### src/rtl/wheel_sample_ctrl.sv
// rtl/wheel_sample_ctrl.sv - two-wheel speed window scheduler and delta sampler
// Optional delta clamping is enabled by defining WHEEL_SAT_EN.

module wheel_sample_ctrl #(
  parameter int unsigned WINDOW_DEFAULT = 100000,
  parameter int unsigned CNT_W          = 32,
  parameter int unsigned DELTA_W        = 16
) (
  input  logic               clk,
  input  logic               rst,
  input  logic               enable,
  input  logic [CNT_W-1:0]   pos_l,
  input  logic [CNT_W-1:0]   pos_r,
  input  logic               win_wr,
  input  logic [31:0]        win_data,
  output logic               out_valid,
  input  logic               out_ready,
  output logic [DELTA_W-1:0] out_dl,
  output logic [DELTA_W-1:0] out_dr,
  output logic [7:0]         out_seq,
  output logic               out_sat,
  output logic               overrun,
  output logic               busy
);

  typedef enum logic [1:0] {
    IDLE  = 2'd0,
    PRIME = 2'd1,
    RUN   = 2'd2
  } state_t;

  localparam logic [31:0] WIN_RESET = 32'(WINDOW_DEFAULT);

  state_t             state_q, state_d;
  logic [31:0]        window_q, window_d;
  logic [31:0]        timer_q, timer_d;
  logic [CNT_W-1:0]   prev_l_q, prev_l_d;
  logic [CNT_W-1:0]   prev_r_q, prev_r_d;
  logic [7:0]         seq_q, seq_d;
  logic               out_valid_q, out_valid_d;
  logic [DELTA_W-1:0] out_dl_q, out_dl_d;
  logic [DELTA_W-1:0] out_dr_q, out_dr_d;
  logic [7:0]         out_seq_q, out_seq_d;
  logic               out_sat_q, out_sat_d;
  logic               overrun_q, overrun_d;

  logic               tick;
  logic               load;
  logic [CNT_W-1:0]   diff_l, diff_r;
  logic [DELTA_W-1:0] dl_fit, dr_fit;
  logic               sat_l, sat_r;

  // A window write or a disable suppresses the tick so the partial window yields nothing.
  assign tick   = (state_q == RUN) && enable && !win_wr && (timer_q == window_q - 32'd1);
  assign load   = tick && (!out_valid_q || out_ready);

  // Modular subtraction gives the correct signed delta across counter wrap.
  assign diff_l = pos_l - prev_l_q;
  assign diff_r = pos_r - prev_r_q;

`ifdef WHEEL_SAT_EN
  // Returns {clamped, value}; in range when the bits above the sign all match it.
  function automatic logic [DELTA_W:0] clamp_delta(input logic [CNT_W-1:0] d);
    logic [CNT_W-DELTA_W:0] top;
    top = d[CNT_W-1:DELTA_W-1];
    if (top == '0 || top == '1) begin
      clamp_delta = {1'b0, d[DELTA_W-1:0]};
    end else if (d[CNT_W-1]) begin
      clamp_delta = {1'b1, 1'b1, {(DELTA_W-1){1'b0}}};
    end else begin
      clamp_delta = {1'b1, 1'b0, {(DELTA_W-1){1'b1}}};
    end
  endfunction

  assign {sat_l, dl_fit} = clamp_delta(diff_l);
  assign {sat_r, dr_fit} = clamp_delta(diff_r);
`else
  logic diff_unused;

  assign dl_fit      = diff_l[DELTA_W-1:0];
  assign dr_fit      = diff_r[DELTA_W-1:0];
  assign sat_l       = 1'b0;
  assign sat_r       = 1'b0;
  assign diff_unused = ^{diff_l[CNT_W-1:DELTA_W], diff_r[CNT_W-1:DELTA_W]};
`endif

  always_comb begin
    state_d     = state_q;
    window_d    = window_q;
    timer_d     = 32'd0;
    prev_l_d    = prev_l_q;
    prev_r_d    = prev_r_q;
    seq_d       = seq_q;
    out_valid_d = out_valid_q;
    out_dl_d    = out_dl_q;
    out_dr_d    = out_dr_q;
    out_seq_d   = out_seq_q;
    out_sat_d   = out_sat_q;
    overrun_d   = overrun_q;

    case (state_q)
      IDLE:    if (enable) state_d = PRIME;
      PRIME:   state_d = RUN;
      RUN:     state_d = RUN;
      default: state_d = IDLE;
    endcase
    if (enable && win_wr) state_d = PRIME;
    if (!enable)          state_d = IDLE;

    if (win_wr) begin
      window_d = (win_data < 32'd2) ? 32'd2 : win_data;
    end

    if (state_q == RUN && state_d == RUN && !tick) begin
      timer_d = timer_q + 32'd1;
    end

    if (state_q == PRIME || tick) begin
      prev_l_d = pos_l;
      prev_r_d = pos_r;
    end

    if (tick) begin
      seq_d = seq_q + 8'd1;
    end

    // A fresh sample may replace one being accepted in the same cycle.
    if (load) begin
      out_valid_d = 1'b1;
      out_dl_d    = dl_fit;
      out_dr_d    = dr_fit;
      out_seq_d   = seq_q + 8'd1;
      out_sat_d   = sat_l | sat_r;
    end else if (out_valid_q && out_ready) begin
      out_valid_d = 1'b0;
    end

    if (tick && !load) begin
      overrun_d = 1'b1;
    end
  end

  always_ff @(posedge clk or negedge rst) begin
    if (!rst) begin
      state_q     <= IDLE;
      window_q    <= WIN_RESET;
      timer_q     <= 32'd0;
      prev_l_q    <= '0;
      prev_r_q    <= '0;
      seq_q       <= 8'd0;
      out_valid_q <= 1'b0;
      out_dl_q    <= '0;
      out_dr_q    <= '0;
      out_seq_q   <= 8'd0;
      out_sat_q   <= 1'b0;
      overrun_q   <= 1'b0;
    end else begin
      state_q     <= state_d;
      window_q    <= window_d;
      timer_q     <= timer_d;
      prev_l_q    <= prev_l_d;
      prev_r_q    <= prev_r_d;
      seq_q       <= seq_d;
      out_valid_q <= out_valid_d;
      out_dl_q    <= out_dl_d;
      out_dr_q    <= out_dr_d;
      out_seq_q   <= out_seq_d;
      out_sat_q   <= out_sat_d;
      overrun_q   <= overrun_d;
    end
  end

  assign out_valid = out_valid_q;
  assign out_dl    = out_dl_q;
  assign out_dr    = out_dr_q;
  assign out_seq   = out_seq_q;
  assign out_sat   = out_sat_q;
  assign overrun   = overrun_q;
  assign busy      = (state_q != IDLE);

endmodule

### config.mk
export PLATFORM = sky130hd
export DESIGN_NAME = wheel_sample_ctrl
export DESIGN_NICKNAME = d
export VERILOG_FILES = /design/src/rtl/wheel_sample_ctrl.sv
export SDC_FILE = /design/constraint.sdc
export NUM_CORES = 1
export LEC_CHECK = 0
export BUFFER_PORTS_ARGS = -buffer_cell sky130_fd_sc_hd__buf_2
export CORE_UTILIZATION = 28
export DETAILED_ROUTE_END_ITERATION = 8
export PLACE_DENSITY = 0.49
export SYNTH_ARGS = -nofsm -noshare
export SYNTH_HDL_FRONTEND = slang
export SYNTH_SLANG_ARGS = --single-unit
### constraint.sdc
create_clock -name clk -period 8.3 [get_ports clk]
set_input_delay 0 -clock clk [delete_from_list [all_inputs] [get_ports clk]]
set_output_delay 0 -clock clk [all_outputs]
set_load 0.01 [all_outputs]
* Yosys cells after proc, flatten, opt, wreduce, memory -nomap -nowiden
Cells that the tools add are included.
** Word-level totals
- Bits in registers :: 148
- Output and inout bits :: 44
** Cells by class
- Add/subtract/negate cells :: 5
- Magnitude comparators :: 1
- Equality and inequality tests :: 4
- Multiplexer cells :: 7
- Reductions and logical operators :: 19
** Operators by type and width (number)
- $mux 32 :: 2
- $add 32x1->32 const B :: 1
- $eq 32x32->1 :: 1
- $lt 32x2->1 const B :: 1
- $sub 16x16->16 :: 2
- $sub 32x1->32 const B :: 1
- $logic_and 1x1->1 :: 9
- $add 8x1->8 const B :: 1
- $eq 2x2->1 const B :: 2
- $logic_not 1->1 :: 4
- $mux 2 :: 2
- $pmux 2 s2 :: 1
- $reduce_bool 2->1 :: 2
- $eq 2x1->1 const B :: 1
- $logic_not 2->1 :: 1
- $logic_or 1x1->1 :: 2
- $mux 1 :: 2
- $reduce_or 2->1 :: 1

* Depth between registers and ports, before layout
Gate-level depths: netlist of run 1.
- Depth after elaboration :: 9
- Mapped depth :: 12
- Depth with buffers taken out :: 11

* Least setup slack after synthesis of run 1
OpenSTA, ideal clock, no wires.
- Path type :: reg2reg
- From :: reg window_q[0]
- To :: reg out_dl_q[15], in the netlist out_dl[15]
- Arrival time :: 3495 ps
- Data required time :: 8175 ps
- Setup slack :: 4680 ps
- Cell stages (with the launch flop) :: 12
- Period minus slack after synthesis :: 3620 ps
- Cells stage by stage :: dfrtp_1 > inv_1 > ha_1 > or3b_2 > or4_1 > or3_1 > mux2_2 > nand2_1 > nor4_4 > nand4_4 > buf_6 > mux2_4
** Between the ends
- Word-level cells in the longest chain between the ends :: 4
** Ends and longest elaborated chain
- from (decl) :: RTL line 35 : logic [31:0] window_q, window_d;
- from (signal assigned) :: RTL line 159 : window_q <= window_d;
- $sub 32x1->32 :: RTL line 54 : assign tick = (state_q == RUN) && enable && !win_wr && (timer_q == window_q - 32'd1);
- $eq 32x32->1 :: RTL line 54
- $logic_and 1x1->1 :: RTL line 54
- $logic_and 1x1->1 :: RTL line 55 : assign load = tick && (!out_valid_q || out_ready);
- to (signal assigned) :: RTL line 165 : out_dl_q <= out_dl_d;
- to (decl) :: RTL line 41 : logic [DELTA_W-1:0] out_dl_q, out_dl_d;
Every way passes these cells.
A chain may end at the register's enable or synchronous reset.

* Final worst setup path of run 1
- From :: reg window_q[0]
- To :: reg out_dl_q[6], in the netlist out_dl[6]
The elaborated chain is that of the path after synthesis.

==> results of run 1 <==
[stage by stage]
| stage | util | hold WS (ns) | cells | power [mW] |
|---|---|---|---|---|
| final | 0.3600 | 0.1647 | 1413 | 2.054 |
| after global routing | 0.3600 | 0.2314 | 1413 | 2.173 |
| after CTS | 0.3600 | 0.1529 | 1413 | 2.091 |
| after detailed placement | 0.3184 | 0.1531 | 1314 | 1.219 |
| after global placement | 0.3184 | 0.1683 | 1314 | 1.216 |
| after floorplan | - | -0.2956 | 830 | 1.112 |
[area by class of cell]
type | count | area [sq um] | area share
multi-input cells | 609 | 4870 | 0.4376
flip-flops and latches | 148 | 3711 | 0.3335
repair buffers | 182 | 1262 | 0.1134
well taps | 396 | 495.5 | 0.04452
clock buffers | 19 | 432.9 | 0.03890
clock inverters | 13 | 183.9 | 0.01653
inverters | 46 | 172.7 | 0.01552
[synthesized netlist by cell type, types with 3 or more instances]
master | instances | share of area
nor2_1 | 61 | 0.026
nor2b_1 | 9 | 0.0063
o21ai_0 | 17 | 0.0096
xor2_1 | 44 | 0.043
buf_2 | 7 | 0.0039
mux2_4 | 35 | 0.059
ha_1 | 36 | 0.051
clkbuf_1 | 13 | 0.0055
o31ai_1 | 3 | 0.0025
dfrtp_1 | 142 | 0.40
a21o_1 | 9 | 0.0076
or2_2 | 5 | 0.0035
a31oi_1 | 5 | 0.0035
mux2_1 | 12 | 0.015
and2_1 | 3 | 0.0021
mux2i_1 | 9 | 0.010
inv_1 | 46 | 0.019
mux2_2 | 49 | 0.062
dfstp_2 | 6 | 0.018
nand3_1 | 22 | 0.012
xnor2_1 | 67 | 0.066
nand2b_1 | 3 | 0.0021
a21oi_1 | 17 | 0.0096
nor4_1 | 24 | 0.017
nand4_1 | 17 | 0.012
a211oi_1 | 7 | 0.0059
buf_6 | 6 | 0.0076
or4_1 | 11 | 0.0093
nand2_1 | 33 | 0.014
a211o_1 | 3 | 0.0030
nand3b_1 | 3 | 0.0025
or3_1 | 14 | 0.0098
and3_1 | 23 | 0.016
o21a_1 | 9 | 0.0076
nor3_1 | 12 | 0.0067
[kinds of logic after synthesis]
logic type / count (synthesis) / synth area share
multiplexers: 105 / 0.1462
XOR/XNOR: 111 / 0.1091
other: 1 / 0.0004210
adder cells (fa/ha/maj): 38 / 0.05506
AND/OR/NAND/NOR: 253 / 0.1563
buffers and inverters: 73 / 0.03722
flip-flops: 148 / 0.4166
AO/OA/AOI/OAI: 101 / 0.07894
[power by group]
group	internal [mW]	switching, mW
Clock	0.503	0.322
Sequential	0.767	0.0406
Combinational	0.208	0.213
Total	1.48	0.576
[critical path: stages (launching register included)]
cell and delay [ns]:
dfrtp_1 0.44, inv_1 0.10, ha_1 0.21, or3b_2 0.54, nor4_1 0.77, nand4_1 0.16, a22oi_1 0.32, o21ai_1 0.20
nor4_4 0.64, nand4_4 0.13, buf_4 0.37, mux2_4 0.40
[registers in the layout, summed over array words and instances (netlist names)]
name / flops
timer_q: 32
window_q: 32
out_dl: 16
out_dr: 16
prev_l_q: 16
prev_r_q: 16
out_seq: 8
seq_q: 8
state_q: 2
out_valid: 1
overrun: 1
[repair_timing]
action | CTS | global route
endpoints found under the setup margin | 0 | 0
hold endpoints to repair | 155 | 0
hold buffers | 67 | 0
buffers inserted | 0 | 0
[cells in the final DEF (no fill, tap or decap), drive strengths merged, types with 9 or more instances in the layout]
cell           n
a21o           9
a21oi         18
and3          23
buf          115
clkbuf        19
dfrtp        142
dlygate4sd3   67
ha            36
inv           46
mux2          96
mux2i          9
nand2         33
nand3         22
nand4         18
nor2          61
nor2b          9
nor3          12
nor4          26
o21a           9
o21ai         20
or3           14
or4           13
xnor2         67
xor2          44
[path summary, 6_finish.rpt]
path | end | slack (ns) | cells after the start
worst max-delay path | out_dl[6] | 3.82 | 11
worst min-delay path | window_q[20] | 0.16 | 3
worst max register to register | out_dl[6] | 3.82 | 11
worst min register to register | overrun | 0.47 | 1
max in group asynchronous | window_q[20] | 6.74 | 3
min in group asynchronous | out_dr[1] | 0.23 | 2
[per-layer routing]
metal,vias to the layer above,routed length (microns)
met5,-,0
met4,0,327
met3,16,801
li1,3316,-
met2,105,9939
met1,3236,10350
==> flow_metrics.env, run 1 <==
export IMPL_avgSynthCellArea_sq_um=10.73
export IMPL_yosysWarningCount=0
export IMPL_grt_overflow=0
export IMPL_cts_resized=0
export IMPL_grt_pass1_vias=6731
export IMPL_ios=145
export IMPL_ys_seq_elements=148
export IMPL_initial_core_util=0.2882
export IMPL_drc_errors=0
export IMPL_cp_end_kind="flop"
export IMPL_drtIter0Drc=315
export IMPL_fin_area_sq_um=11130
export IMPL_power_leakage_nw=5.164
export IMPL_n_fill_cell=3074
export IMPL_grt_usage=0.1384
export IMPL_crit_arrival_ns=4.80
export IMPL_port_buffer_count=111
export IMPL_setup_tns_ns=0
export IMPL_worstHoldStart="win_wr"
export IMPL_ys_seq_area_frac=0.4166
export IMPL_die_h_microns=180.4
export IMPL_diodes=0
export IMPL_die_w_microns=180.4
export IMPL_via_per_inst=4.723
export IMPL_finalCritPeriodShare=0.5395
export IMPL_synth_edff_count=0
export IMPL_max_vdd_ir_drop_v=0.0001375
export IMPL_worstPathRequired_ns=8.62
export IMPL_use_met2=0.2237
export IMPL_worst_pin_slew_ns=0.9091
export IMPL_core_sq_um=30910
export IMPL_synth_net_count=969
export IMPL_slew_violations=0
export IMPL_drive_gt1_frac=0.2498
export IMPL_finalWeightedCongestion=0.8310
export IMPL_hpwl_mm=15.14
export IMPL_finalSetupViolations=0
export IMPL_busiest_layer="met2"
export IMPL_htreeDepth=4
export IMPL_wl_per_cell_microns=15.16
export IMPL_status="finished, final reports clean"
export IMPL_critPathLaunchType="flop"
export IMPL_netlist_area_sq_um=8907
export IMPL_cts_tree="yes"
export IMPL_clock_sinks=148
export IMPL_drt_first_pass_iters=4
export IMPL_path_max_fanout=40
export IMPL_dieArea_sq_um=32530
export IMPL_vias=6673
export IMPL_rows=64
export IMPL_synth_cells=830
export IMPL_routed_wl_mm=21.42
export IMPL_ys_flop_type="dfrtp_1"
export IMPL_cap_viol_max_count=0
export IMPL_hold_violations=0
export IMPL_cts_root_buf="clkbuf_16"
export IMPL_clockBufferDepth=2
export IMPL_numCtsBuffers=17
export IMPL_place_ws_ns=3.930
export IMPL_ant_nets=0
export IMPL_fin_nets=1143
export IMPL_path_class="flop to flop"
export IMPL_insertion_delay_ns=0.43
export IMPL_finalCriticalPeriod_ns=4.478
export IMPL_grt_pass1_wl_mm=35.82
export IMPL_grt_use_met3=0.02890
export IMPL_rsz0062_at_grt="false"
export IMPL_rr_startpoint="window_q[0]"
export IMPL_startpoint="window_q[0]"
export IMPL_slew_headroom=0.3884
export IMPL_fin_skew_ns=0.01219
export IMPL_syn2layout_area_growth_pct=24.93
export IMPL_synthArstFlopShare=1.000
export IMPL_synth_cell_types=69
export IMPL_grt_max_degree=93
export IMPL_use_met1=0.1823
export IMPL_fin_ws_ns=3.822
export IMPL_hp_class="input port to flop"
export IMPL_power_per_cell_area_nw_per_um2=184.5
export IMPL_clk_pin_slew_ns=0.06
export IMPL_dpl_cell_area_sq_um=9841
export IMPL_fmax_mhz=223.3
export IMPL_grt_antenna_before_repair=0
No activity file was read; power rests on OpenSTA's default activity.
==> inputs of run 2 (changes only) <==
Settings changed: PLACE_DENSITY 0.49 to 0.51.
Clock period 8.3 ns to 3.9 ns, I/O delays scaled along.
==> run 2 against run 1 <==
Combinational power rose by 120%; die area did not move; clock power rose by 100%; cell area rose by 2.9%; via count rose by 2.0%; routed wire length rose by 7.1%; highest routed layer unchanged.
==> flow_metrics.env, run 2 (same netlist as run 1, synthesis figures left out) <==
export IMPL_hold_violations=0
export IMPL_critPathSlowestCell="or4_4"
export IMPL_fmax_mhz=267.7
export IMPL_cp_num_buf_inv=3
export IMPL_slowest_delay_ns=0.53
export IMPL_cts_tree="yes"
export IMPL_critical_path_top_delay_family="simple AND/OR/NAND/NOR gates"
export IMPL_via_per_inst=4.735
export IMPL_diodes=0
export IMPL_initial_core_util=0.2882
export IMPL_grt_overflow=0
export IMPL_cts_root_buf="clkbuf_16"
export IMPL_insertion_delay_ns=0.43
export IMPL_path_class="flop to flop"
export IMPL_place_ws_ns=0.1009
export IMPL_fin_ws_ns=0.1641
export IMPL_clk_pin_slew_ns=0.07
export IMPL_max_vdd_ir_drop_v=0.0002286
export IMPL_grt_pass1_vias=6974
export IMPL_finalCriticalPeriod_ns=3.736
export IMPL_p_total_mw=4.326
export IMPL_dieArea_sq_um=32530
export IMPL_finalWeightedCongestion=0.8570
export IMPL_final_core_util=0.3705
export IMPL_layout_commonest_cell="dfrtp_1"
export IMPL_grt_max_degree=91
export IMPL_core_sq_um=30910
export IMPL_hold_depth=3
export IMPL_numCtsBuffers=17
export IMPL_grt_antenna_before_repair=0
export IMPL_grt_pass1_wl_mm=37.05
export IMPL_fin_area_sq_um=11450
export IMPL_drc_errors=0
export IMPL_rows=64
export IMPL_crit_chain="inv_1 -> ha_1 -> or3b_4 -> or4_4 -> or3_4 -> mux2_2 -> nand2_1 -> nor4_4 -> nand4_4 -> buf_12 -> buf_8 -> mux2_4"
export IMPL_dpl_cell_area_sq_um=10030
export IMPL_htreeDepth=4
export IMPL_power_per_cell_area_nw_per_um2=377.7
export IMPL_cp_end_kind="flop"
export IMPL_ios=145
export IMPL_top_regs="timer_q (32), window_q (32)"
export IMPL_wl_per_cell_microns=15.96
export IMPL_hold_slack_ns=0.02430
export IMPL_drtIter0Drc=326
export IMPL_ant_nets=0
export IMPL_worst_pin_slew_ns=0.8715
export IMPL_critPathLaunchType="flop"
export IMPL_crit_cells=12
export IMPL_drive_gt1_frac=0.2754
export IMPL_port_buffer_count=111
export IMPL_cap_viol_max_count=0
export IMPL_slew_headroom=0.4190
export IMPL_hpwl_mm=16.09
export IMPL_die_h_microns=180.4
export IMPL_grt_usage=0.1434
export IMPL_status="finished, final reports clean"
export IMPL_routed_wl_mm=22.95
export IMPL_finalCritPeriodShare=0.9579
export IMPL_reg2reg_depth=12
export IMPL_finalSetupViolations=0
export IMPL_slew_violations=0
export IMPL_crit_arrival_ns=4.05
export IMPL_fin_skew_ns=0.009966
export IMPL_hp_class="input port to flop"
export IMPL_power_leakage_nw=5.349
export IMPL_syn2layout_area_growth_pct=28.57
export IMPL_clockBufferDepth=2
export IMPL_vias=6809
export IMPL_clock_sinks=148
export IMPL_path_max_fanout=10
export IMPL_worstPathRequired_ns=4.22
export IMPL_die_w_microns=180.4
export IMPL_fin_nets=1168
export IMPL_final_cell_mix="dfrtp_1, buf_2, xnor2_1"
export IMPL_drt_first_pass_iters=5
==> run 2: through the flow <==
stage | TNS, ns | cells
floorplan | 0 | 830
global placement | 0 | 1332
detailed placement | 0 | 1332
CTS | 0 | 1430
global route | -0.08344 | 1438
finish | 0 | 1438
==> run 2: area by class of cell <==
type                       instances  area (sq um)
inverter                          46         172.7
timing repair buffer             207          1585
sequential                       148          3711
clock buffer                      17         425.4
fill                            3113         19460
tap                              396         495.5
multi-input combinational        609          4898
clock inverter                    15         163.9
==> run 2: timing repair <==
action,CTS,global route
hold buffers,66,0
endpoints found under the hold margin,150,0
setup buffers,0,2
endpoints found under the setup margin,0,67
resized for setup,0,8
==> run 2: path summary, 6_finish.rpt <==
path / startpoint / to / slack, ns
max: window_q[1] / out_dl[7] / 0.16
min: out_ready / overrun / 0.02
max reg2reg: window_q[1] / out_dl[7] / 0.16
min reg2reg: prev_r_q[11] / prev_r_q[11] / 0.49
max in group asynchronous: rst / out_seq[2] / 2.71
min in group asynchronous: rst / window_q[6] / 0.23
==> run 2: per-layer routing <==
metal | global-route usage | share of wire
met1 | 0.1935 | 0.49
met2 | 0.2237 | 0.45
met3 | 0.02648 | 0.037
met4 | 0.06188 | 0.019
met5 | 0 | 0
==> run 2: where the power goes <==
part / switching, mW / internal [mW]
Combinational: 0.480 / 0.463
Clock: 0.765 / 0.908
Sequential: 0.0784 / 1.63
==> run 2: worst reg2reg max path, stage by stage, from the launching register on <==
cell     delay, ns
dfrtp_1       0.42
inv_1         0.07
ha_1          0.21
or3b_4        0.44
or4_4         0.53
or3_4         0.41
mux2_2        0.23
nand2_1       0.09
nor4_4        0.35
nand4_4       0.18
buf_12        0.20
buf_8         0.17
mux2_4        0.31
